--- config.mk ---
export PLATFORM = sky130hd
export DESIGN_NAME = mac_decap
export DESIGN_NICKNAME = d
export VERILOG_FILES = /design/src/rtl/mac_pkg.sv /design/src/rtl/eth_crc32_d8.sv /design/src/rtl/mac_decap.sv
export SDC_FILE = /design/constraint.sdc
export NUM_CORES = 1
export LEC_CHECK = 0
export ABC_AREA = 1
export BUFFER_PORTS_ARGS = -buffer_cell sky130_fd_sc_hd__clkbuf_2
export CAP_MARGIN = 5
export CORE_MARGIN = 5
export CORE_UTILIZATION = 35
export CTS_CLUSTER_SIZE = 8
export DETAILED_ROUTE_END_ITERATION = 10
export GPL_ROUTABILITY_DRIVEN = 0
export HOLD_SLACK_MARGIN = 0.08
export SYNTH_ARGS = -nofsm -noshare
export SYNTH_HDL_FRONTEND = slang
export SYNTH_SLANG_ARGS = --single-unit
--- constraint.sdc ---
create_clock -name clk -period 2.75 [get_ports clk]
set_input_delay 0.275 -clock clk [delete_from_list [all_inputs] [get_ports clk]]
set_output_delay 0.275 -clock clk [all_outputs]
set_load 0.05 [all_outputs]
--- src/rtl/mac_pkg.sv ---
// Shared Ethernet MAC constants and FSM state type for the RX decapsulation
// and TX encapsulation blocks.
package mac_pkg;

  localparam logic [7:0]  PREAMBLE_DATA = 8'h55;
  localparam logic [7:0]  SFD_DATA      = 8'hD5;
  localparam logic [31:0] CRC_POLY      = 32'h04C11DB7;
  localparam logic [31:0] CRC_INIT      = 32'hFFFFFFFF;
  // Register value left after running the CRC over data plus a correct FCS.
  localparam logic [31:0] CRC_RESIDUE   = 32'hDEBB20E3;
  localparam int unsigned FCS_LENGTH    = 4;

  typedef enum logic [1:0] {StIdle, StPreamble, StData, StDrop} mac_state_e;

  // Ethernet CRC runs LSB-first, so the shift register uses the bit-reversed polynomial.
  function automatic logic [31:0] bit_reverse32(input logic [31:0] v);
    logic [31:0] r;
    for (int i = 0; i < 32; i++) begin
      r[i] = v[31-i];
    end
    return r;
  endfunction

endpackage

--- src/rtl/eth_crc32_d8.sv ---
// Combinational CRC-32 next state for one byte, reflected (LSB-first) form,
// no final inversion. Shared by the RX and TX datapaths.
module eth_crc32_d8
  import mac_pkg::*;
(
  input  logic [31:0] crc_i,
  input  logic [7:0]  data_i,
  output logic [31:0] crc_o
);

  localparam logic [31:0] CrcPolyRefl = bit_reverse32(CRC_POLY);

  logic [31:0] crc_v;

  // Eight serial LFSR steps unrolled into one combinational stage.
  always_comb begin
    crc_v = crc_i;
    for (int i = 0; i < 8; i++) begin
      if (crc_v[0] ^ data_i[i]) begin
        crc_v = (crc_v >> 1) ^ CrcPolyRefl;
      end else begin
        crc_v = crc_v >> 1;
      end
    end
    crc_o = crc_v;
  end

endmodule

--- src/rtl/mac_decap.sv ---
// GMII receive frame decapsulation: strips preamble/SFD/FCS, checks CRC and
// length, streams DA..payload as a byte-wide AXI-Stream master (no tready).
// Optional statistics counters are built when MAC_DECAP_STATS_EN is defined.
module mac_decap
  import mac_pkg::*;
#(
  parameter int unsigned MIN_PAYLOAD_LENGTH = 46,
  parameter int unsigned MAX_PAYLOAD_LENGTH = 1500
) (
  input  logic        clk,
  input  logic        reset,
  input  logic        clk_enable,
  input  logic [7:0]  gmii_rxd,
  input  logic        gmii_rxdv,
  input  logic        gmii_rxer,
  output logic [7:0]  tdata,
  output logic        tvalid,
  output logic        tlast,
  output logic        tuser
`ifdef MAC_DECAP_STATS_EN
  ,
  output logic [31:0] stat_good,
  output logic [31:0] stat_crc_err,
  output logic [31:0] stat_len_err
`endif
);

  localparam int unsigned MIN_FRAME_LENGTH = MIN_PAYLOAD_LENGTH + 14 + FCS_LENGTH;
  localparam int unsigned MAX_FRAME_LENGTH = MAX_PAYLOAD_LENGTH + 14 + FCS_LENGTH;
  localparam int unsigned CntW = 11;
  localparam logic [CntW-1:0] CntMax   = '1;
  localparam logic [CntW-1:0] MinFrame = CntW'(MIN_FRAME_LENGTH);
  localparam logic [CntW-1:0] MaxFrame = CntW'(MAX_FRAME_LENGTH);
  // Pending byte exists once the FCS-sized delay line has overflowed at least once.
  localparam logic [CntW-1:0] PendMin  = CntW'(FCS_LENGTH + 1);

  mac_state_e       state_q, state_d;
  logic [CntW-1:0]  cnt_q, cnt_d;
  logic             err_q, err_d;
  logic [31:0]      crc_q, crc_d, crc_next;
  logic [3:0][7:0]  dly_q, dly_d;
  logic [7:0]       pend_q, pend_d;
  logic [7:0]       tdata_q, tdata_d;
  logic             tvalid_q, tvalid_d;
  logic             tlast_q, tlast_d;
  logic             tuser_q, tuser_d;
  logic             bad_len, bad_crc;

`ifdef MAC_DECAP_STATS_EN
  logic [31:0] stat_good_q, stat_crc_q, stat_len_q;
  logic        inc_good, inc_crc, inc_len;
`endif

  eth_crc32_d8 u_crc (
    .crc_i  (crc_q),
    .data_i (gmii_rxd),
    .crc_o  (crc_next)
  );

  // Byte-time FSM, delay line and output pulse generation.
  always_comb begin
    state_d  = state_q;
    cnt_d    = cnt_q;
    err_d    = err_q;
    crc_d    = crc_q;
    dly_d    = dly_q;
    pend_d   = pend_q;
    tdata_d  = tdata_q;
    tvalid_d = 1'b0;
    tlast_d  = 1'b0;
    tuser_d  = 1'b0;
    bad_len  = 1'b0;
    bad_crc  = 1'b0;
`ifdef MAC_DECAP_STATS_EN
    inc_good = 1'b0;
    inc_crc  = 1'b0;
    inc_len  = 1'b0;
`endif
    if (clk_enable) begin
      unique case (state_q)
        StIdle: begin
          if (gmii_rxdv && gmii_rxd == PREAMBLE_DATA) state_d = StPreamble;
        end
        StPreamble: begin
          if (!gmii_rxdv) begin
            state_d = StIdle;
          end else if (gmii_rxd == SFD_DATA) begin
            state_d = StData;
            cnt_d   = '0;
            err_d   = 1'b0;
            crc_d   = CRC_INIT;
            dly_d   = '0;
            pend_d  = '0;
          end else if (gmii_rxd != PREAMBLE_DATA) begin
            state_d = StDrop;
          end
        end
        StData: begin
          if (!gmii_rxdv) begin
            // End of frame: the delay line holds the FCS and is discarded.
            state_d = StIdle;
            bad_len = cnt_q < MinFrame;
            bad_crc = err_q || (crc_q != CRC_RESIDUE);
            if (cnt_q >= PendMin) begin
              tdata_d  = pend_q;
              tvalid_d = 1'b1;
              tlast_d  = 1'b1;
              tuser_d  = bad_len | bad_crc;
            end
`ifdef MAC_DECAP_STATS_EN
            inc_len  = bad_len;
            inc_crc  = !bad_len && bad_crc;
            inc_good = !bad_len && !bad_crc;
`endif
          end else if (cnt_q == MaxFrame) begin
            // Oversize: close the stream as bad and ignore the rest of the frame.
            state_d  = StDrop;
            tdata_d  = pend_q;
            tvalid_d = 1'b1;
            tlast_d  = 1'b1;
            tuser_d  = 1'b1;
`ifdef MAC_DECAP_STATS_EN
            inc_len  = 1'b1;
`endif
          end else begin
            crc_d  = crc_next;
            cnt_d  = (cnt_q == CntMax) ? cnt_q : cnt_q + 1'b1;
            err_d  = err_q | gmii_rxer;
            dly_d  = {dly_q[2:0], gmii_rxd};
            pend_d = dly_q[3];
            if (cnt_q >= PendMin) begin
              tdata_d  = pend_q;
              tvalid_d = 1'b1;
            end
          end
        end
        StDrop: begin
          if (!gmii_rxdv) state_d = StIdle;
        end
        default: state_d = StDrop;
      endcase
    end
  end

  // State and output registers; reset parks the FSM in drop so a partial frame never leaks.
  always_ff @(posedge clk or posedge reset) begin
    if (reset) begin
      state_q  <= StDrop;
      cnt_q    <= '0;
      err_q    <= 1'b0;
      crc_q    <= CRC_INIT;
      dly_q    <= '0;
      pend_q   <= '0;
      tdata_q  <= '0;
      tvalid_q <= 1'b0;
      tlast_q  <= 1'b0;
      tuser_q  <= 1'b0;
    end else begin
      state_q  <= state_d;
      cnt_q    <= cnt_d;
      err_q    <= err_d;
      crc_q    <= crc_d;
      dly_q    <= dly_d;
      pend_q   <= pend_d;
      tdata_q  <= tdata_d;
      tvalid_q <= tvalid_d;
      tlast_q  <= tlast_d;
      tuser_q  <= tuser_d;
    end
  end

  assign tdata  = tdata_q;
  assign tvalid = tvalid_q;
  assign tlast  = tlast_q;
  assign tuser  = tuser_q;

`ifdef MAC_DECAP_STATS_EN
  // Wrapping per-frame outcome counters; exactly one bumps per terminated frame.
  always_ff @(posedge clk or posedge reset) begin
    if (reset) begin
      stat_good_q <= '0;
      stat_crc_q  <= '0;
      stat_len_q  <= '0;
    end else begin
      stat_good_q <= stat_good_q + {31'd0, inc_good};
      stat_crc_q  <= stat_crc_q + {31'd0, inc_crc};
      stat_len_q  <= stat_len_q + {31'd0, inc_len};
    end
  end

  assign stat_good    = stat_good_q;
  assign stat_crc_err = stat_crc_q;
  assign stat_len_err = stat_len_q;
`endif

endmodule

==> flow_summary.yaml, run 1 <==
clock_tree:
  clkLatencyLatePin_ns: 0.35
  cts_hold_buf: 0
  cts_resized: 0
  cts_sinks: 97
  tritoncts: "yes"
  htree_levels: 3
  clk_path_buf_depth: 2
  clockRootBuffer: "clkbuf_16"
  postCtsSetupBuffers: 0
  path_clk_slew_ns: 0.07
  numCtsBuffers: 9
logic_synthesis:
  ys.flop_type: "dfrtp_1"
  syn_nets: 762
  syn_inst: 746
  synth-xor-area-share_pct: 3.63
  synth_top_family_by_area: "simple AND/OR/NAND/NOR gates"
  synth_edf_count: 0
  ys_warn_count: 0
  postSynthAreaPerCell_um2: 7.45
  async_flop_share_pct: 100
  synth-adder-area-share_pct: 0.676
  synth_area_leaders: "dfrtp_1 (28%), nand2_1 (17%), dfstp_2 (16%)"
  synth-compound-area-share_pct: 10.7
  yosysTopAreaCell: "dfrtp_1"
  synth_cell_type_count: 32
  synthMuxAreaShare_pct: 0
  synth_seq_cells: 97
  synth_top_area_share_pct: 28.4
  yosysSeqAreaShare_pct: 44.4
  yosys.area_share.simple_pct: 30.4
  syn_area_mm2: 0.00556
global_route:
  use_met2_pct: 25.7
  busiest_layer: "met2"
  met3_usage_pct: 2.59
  grtUsageTotal_pct: 16.0
  grt_overflow_total: 0
  grt_max_degree: 98
  grt_pass1_vias: 4515
  antenna_found_initial: 0
  grtUsageMet1_pct: 21.6
  grt_pass1_wl_um: 23400
setup_path:
  regToRegStartpoint: "state_q[1]"
  crit_buf_inv: 1
  path_class: "reg -> reg"
  required_ns: 2.96
  r2r_slack_ns: 0.47
  crit_path_end_kind: "flip-flop"
  cp_slowest_stage_delay_ns: 0.57
  path_cells: "nand2_2, nand2_1, nand3_1, a21oi_4, nand2_2, inv_2, nand2_1, nor2_1, a21oi_2"
  r2r-end: "cnt_q[1]"
  arrival_ns: 2.49
  start_kind: "flip-flop"
  cp_top_family: "simple AND/OR/NAND/NOR gates"
  reg2reg_depth: 9
  slowest_stage: "dfstp_2"
  path_max_fanout: 21
pwr:
  power.leakage_nw: 3.06
  ir_drop_uv: 388
  switchingPower_mw: 2.81
  p_clk_share_pct: 19.5
  swShare_pct: 42.4
  comb_power_share_pct: 43.2
  p_seq_share_pct: 37.2
  power_density_mw_per_mm2: 1080
  p_int_mw: 3.82
timing:
  fmaxAchievable_mhz: 439
  final.setup_skew_ns: 0.00910
  worst_pin_slew_ns: 0.649
  setup_ws_ns: 0.474
  tns_ns: 0
  min_period_over_period_pct: 82.8
  hold_viol_final: 0
  finalCriticalPeriod_ns: 2.28
  rsz0062_at_grt: "no"
  slew_viol_final: 0
  max-slew-margin-rel_pct: 56.6
  setup_viol: 0
drt:
  vias: 4771
  antenna_left: 0
  drt-total-wl_um: 14000
  first_pass_iters: 5
  wire_per_inst_um: 14.2
  drt-vias-per-instance: 4.84
  dr.first_iter.drc_count: 405
  drc_errors: 0
outcome:
  status: "finished, final reports clean"
place:
  dp_cells: 969
  place_ws_ns: 0.452
  port_buffers: 23
  dp_hpwl_um: 9820
floorplan:
  rows: 46
  core_area_mm2: 0.0157
  die_w_um: 136
  die_area_mm2: 0.0185
  die-height_um: 136
  start_util_pct: 35.4
  io_pins: 24
min_path:
  min_path_type: "in -> async"
cells_and_area:
  fin_util_pct: 39.2
  diodes: 0
  nFillCells: 1615
  drive_gt1_share_pct: 15.1
  final_nets: 780
  final_cells: 985
  area_growth_pct: 10.7
flow_run:
  drv_cap: 0
==> cells in the mapped netlist (all sizes together), types with 5 or more instances <==
cell type	n
nor4	5
or2	7
inv	111
a21oi	13
nand3	68
o22ai	40
nand4	10
o21ai	31
nor2	43
dfrtp	63
buf	19
xor2	20
nand2	262
dfstp	34
a22oi	7
==> registers in the layout, indices dropped and copies added, names as in the netlist <==
| signal | cells |
|---|---|
| crc_q | 32 |
| dly_q | 32 |
| cnt_q | 11 |
| pend_q | 8 |
| tdata | 8 |
| state_q | 2 |
| err_q | 1 |
| tlast | 1 |
| tuser | 1 |
| tvalid | 1 |
==> worst max-delay path by stage <==
| stage | start | endpoint | slack, ns | cells after the start |
|---|---|---|---|---|
| 6_report | state_q[1] | cnt_q[1] | 0.47 | 9 |
| 5_1_grt | cnt_q[0] | cnt_q[1] | 0.18 | 10 |
| 4_1_cts | state_q[1] | cnt_q[1] | 0.43 | 9 |
| 3_5_place_dp | state_q[1] | cnt_q[1] | 0.45 | 9 |
| 3_3_place_gp | state_q[1] | cnt_q[1] | 0.53 | 9 |
| 2_1_floorplan | cnt_q[0] | crc_q[7] | 1.14 | 11 |
==> metal layers <==
metal	share of wire [%]	up-vias
met1	47	2229
met5	0	-
met2	47	112
li1	-	2411
met4	2.4	0
met3	4.5	19
==> metrics by stage <==
step                      area, um^2  hold slack, ns  total power, mW
after global placement          5840           0.462             5.30
after floorplan                 5560           0.447             4.65
after detailed placement        5840           0.467             5.33
after CTS                       6150          0.0832             6.67
final                           6150          0.0508             6.63
after global routing            6150           0.104             7.21
==> cells in the final DEF (no fill, tap or decap), types with 10 or more instances in the layout <==
| cell type | Yosys | final |
|---|---|---|
| nand2_1 | 256 | 256 |
| xor2_1 | 20 | 20 |
| nand3_1 | 67 | 67 |
| dfstp_2 | 34 | 34 |
| nor2_1 | 41 | 41 |
| nand4_1 | 10 | 10 |
| o21ai_1 | 15 | 15 |
| inv_1 | 102 | 101 |
| o21ai_0 | 16 | 16 |
| clkbuf_2 | 0 | 23 |
| dfrtp_1 | 63 | 63 |
| o22ai_1 | 40 | 40 |
==> worst reg2reg max path: stages, from the launching register on <==
cell and delay, ns:
dfstp_2 0.57, nand2_2 0.12, nand2_1 0.08, nand3_1 0.10, a21oi_4 0.18, nand2_2 0.09, inv_2 0.24, nand2_1 0.46
nor2_1 0.27, a21oi_2 0.04
==> logic make-up (layout without fill, tap and decap cells) <==
family,Yosys count,count (layout)
XOR/XNOR,23,23
adder cells (fa/ha/maj),3,3
AO/OA/AOI/OAI,92,92
AND/OR/NAND/NOR,399,399
buffers and inverters,132,155
flip-flops,97,97
==> final cells by class <==
type,count,area (um^2),area share [%]
Clock buffer,12,256,4.17
Clock inverter,4,51.3,0.834
Tap cell,216,270,4.39
Sequential cell,97,2470,40.1
Timing Repair Buffer,28,165,2.68
Inverter,111,420,6.83
Multi-Input combinational cell,517,2520,40.9
==> power by group through the flow <==
stage	clock (mW)	combinational, mW	sequential, mW
floorplan	0	2.25	2.40
global placement	0	2.82	2.47
detailed placement	0	2.84	2.49
CTS	1.34	2.86	2.47
global route	1.39	3.29	2.53
finish	1.30	2.87	2.47
Power figures use the tool's default switching activity.
==> run 2, diff against run 1 <==
--- a/config.mk
+++ b/config.mk
@@ -5,7 +5,7 @@
 export SDC_FILE = /design/constraint.sdc
 export NUM_CORES = 1
 export LEC_CHECK = 0
-export ABC_AREA = 1
+export ABC_AREA = 0
 export BUFFER_PORTS_ARGS = -buffer_cell sky130_fd_sc_hd__clkbuf_2
 export CAP_MARGIN = 5
 export CORE_MARGIN = 5
==> constraint.sdc (replaced) <==
create_clock -name clk -period 1.85 [get_ports clk]
set_input_delay 0.185 -clock clk [delete_from_list [all_inputs] [get_ports clk]]
set_output_delay 0.185 -clock clk [all_outputs]
set_load 0.05 [all_outputs]
==> run 2 against run 1 <==
The run now ends with negative setup slack left. Routed wire length decreased by 12%. Clock power increased by 62%. Flip-flop and latch count unchanged. Die area decreased by 15%. Final cell count decreased by 29%. Global-route usage decreased by 0.67 points.
==> flow_summary.yaml, run 2 <==
outcome:
  status: "complete, but fails checks"
  violations: "negative setup slack"
pwr:
  power.leakage_nw: 2.86
  ir_drop_uv: 571
  power_density_mw_per_mm2: 1180
setup_path:
  path_cells: "inv_1, ha_2, buf_4, nand4b_1, or4_4, nand3_4, nor2_4, buf_6, buf_12, buf_16, a21oi_4"
  path_max_fanout: 7
  slowest_stage: "or4_4"
  cp_top_family: "simple AND/OR/NAND/NOR gates"
  path_class: "reg -> reg"
  crit_buf_inv: 5
  start_kind: "flip-flop"
  r2r-end: "crc_q[2]"
  cp_slowest_stage_delay_ns: 0.48
  r2r_slack_ns: -0.21
  crit_path_end_kind: "flip-flop"
  arrival_ns: 2.35
  reg2reg_depth: 11
  required_ns: 2.13
  regToRegStartpoint: "cnt_q[0]"
drt:
  drt-total-wl_um: 12300
  antenna_left: 0
  dr.first_iter.drc_count: 229
  drc_errors: 0
  first_pass_iters: 4
  vias: 3656
  drt-vias-per-instance: 5.19
  wire_per_inst_um: 17.5
min_path:
  min_path_type: "in -> reg"
  hold_depth: 3
  holdPathEnd: "err_q"
  holdCritStartpoint: "gmii_rxer"
logic_synthesis:
  yosysTopAreaCell: "dfrtp_1"
  synth_top_family_by_area: "compound AO/OA/AOI/OAI gates"
  async_flop_share_pct: 100
  ys_warn_count: 0
  synth_cell_type_count: 44
  synth_edf_count: 0
  synth_area_leaders: "dfrtp_1 (34%), dfstp_2 (19%), xnor2_1 (7.9%)"
  syn_area_mm2: 0.00468
  postSynthAreaPerCell_um2: 11.3
  synth-xor-area-share_pct: 14.0
  syn_nets: 431
  synth-compound-area-share_pct: 15.9
  yosys.area_share.simple_pct: 11.4
  synth-adder-area-share_pct: 0.802
  synth_seq_cells: 97
  yosysSeqAreaShare_pct: 52.8
  ys.flop_type: "dfrtp_1"
  ys_top_cells_by_count: "dfrtp_1 (63), nor2_1 (42), xnor2_1 (42)"
  synth_top_area_share_pct: 33.7
  yosysMostFrequentCell: "dfrtp_1"
  synthMuxAreaShare_pct: 2.17
  syn_inst: 415
clock_tree:
  tritoncts: "yes"
  path_clk_slew_ns: 0.07
  numCtsBuffers: 9
  clkLatencyLatePin_ns: 0.36
  cts_sinks: 97
  clk_path_buf_depth: 2
  htree_levels: 3
  clockRootBuffer: "clkbuf_16"
timing:
  final.setup_skew_ns: 0.00861
  hold_viol_final: 0
  setup_viol: 85
  min_period_over_period_pct: 111
  setup_ws_ns: -0.212
  rsz0062_at_grt: "yes"
  slew_viol_final: 0
  worst_pin_slew_ns: 0.669
  tns_ns: -12.64
  max-slew-margin-rel_pct: 55.2
  fmaxAchievable_mhz: 485
  finalCriticalPeriod_ns: 2.06
floorplan:
  die-height_um: 126
  rows: 42
  core_area_mm2: 0.0132
  io_pins: 24
  die_w_um: 126
  start_util_pct: 35.5
  die_area_mm2: 0.0158
place:
  dpl_cell_area_mm2: 0.00552
  port_buffers: 23
  dp_hpwl_um: 7390
cells_and_area:
  final_nets: 539
  layout_commonest_cell: "dfrtp_1"
  drive_gt1_share_pct: 46.6
  final_cell_mix: "dfrtp_1 (63), buf_4 (62), a22o_1 (40), xnor2_1 (38), nor2_1 (35)"
  area_growth_pct: 43.0
  diodes: 0
  final_design_area_no_fill_mm2: 0.00669
  top_regs: "crc_q: 32 flops, dly_q: 32 flops, cnt_q: 11 flops"
  nFillCells: 1130
global_route:
  met3_usage_pct: 3.64
  grtUsageTotal_pct: 15.4
  busiest_layer: "met2"
  grt_pass1_wl_um: 19400
  antenna_found_initial: 0
  grt_max_degree: 98
  grtUsageMet1_pct: 20.2
  grt_pass1_vias: 3626
  use_met2_pct: 24.8
  grt_overflow_total: 0
flow_run:
  drv_cap: 0
[run 2: cell count changes after synthesis, moves of 25 or more]
cell     previous run  this run
o22ai_1            40         0
nand3_1            67        10
inv_1             102         9
a22o_1              0        40
a21oi_1             8        33
nand2_1           256         9
xnor2_1             3        42
[run 2: worst max-delay path by stage]
stage                  start       end  slack (ns)  depth (start not counted)
floorplan           cnt_q[0]     tuser       -0.21                          7
global placement    cnt_q[0]     tuser       -0.12                          6
detailed placement  cnt_q[0]     tuser       -0.18                          6
CTS                 cnt_q[0]     tuser       -0.17                          6
global route        cnt_q[0]     tuser       -0.29                          6
finish              cnt_q[0]  crc_q[2]       -0.21                         11
[run 2: per-stage QoR]
stage / utilization [%] / setup WS [ns] / instances / hold WS [ns] / total power, mW
floorplan: - / -0.215 / 415 / 0.241 / 4.42
global placement: 41.9 / -0.123 / 658 / 0.365 / 5.21
detailed placement: 41.9 / -0.178 / 658 / 0.367 / 5.25
CTS: 47.7 / -0.173 / 688 / 0.129 / 7.70
global route: 50.7 / -0.286 / 704 / 0.153 / 8.30
finish: 50.7 / -0.212 / 704 / 0.132 / 7.91
[run 2: what timing repair did]
| item | in CTS | in global routing |
|---|---|---|
| gates resized for setup | 55 | 56 |
| pin swaps | 6 | 13 |
| endpoints found under the hold margin | 64 | 0 |
| cloned | 5 | 8 |
| setup endpoints to repair | 91 | 95 |
| hold buffers | 2 | 0 |
| setup buffers | 7 | 11 |
[run 2: power breakdown]
part	leakage, nW	internal (mW)	switching, mW
logic	1.48	1.44	1.64
clock network	0.162	1.24	0.866
registers	1.22	2.47	0.261
[run 2: area by class of cell]
class | instances | area (um^2) | share of cell area [%]
Sequential cell | 97 | 2470 | 36.9
Tap cell | 176 | 220 | 3.29
Clock buffer | 10 | 239 | 3.57
Multi-Input combinational cell | 290 | 2510 | 37.5
Inverter | 9 | 37.5 | 0.561
Clock inverter | 6 | 96.3 | 1.44
Timing Repair Buffer | 116 | 1120 | 16.7
[run 2: kinds of logic (layout without fill, tap and decap cells)]
| kind of cell | Yosys count | after routing |
|---|---|---|
| xor+xnor | 68 | 68 |
| flops | 97 | 97 |
| compound gates | 104 | 104 |
| simple gates | 103 | 106 |
| buf+inv | 31 | 141 |
| fa+ha+maj | 3 | 3 |
| mux | 9 | 9 |
[run 2: per-layer routing]
layer / up-vias / routed length [um] / share of wire, %
met5: - / 0 / 0
met4: 0 / 242 / 2.0
met3: 20 / 490 / 4.0
met2: 73 / 6250 / 51
met1: 1853 / 5320 / 43
li1: 1710 / - / -
[run 2: worst reg2reg max path: stages, from the launching register on]
cell      delay (ns)
dfrtp_1         0.39
inv_1           0.06
ha_2            0.16
buf_4           0.09
nand4b_1        0.10
or4_4           0.48
nand3_4         0.11
nor2_4          0.07
buf_6           0.14
buf_12          0.13
buf_16          0.15
a21oi_4         0.12
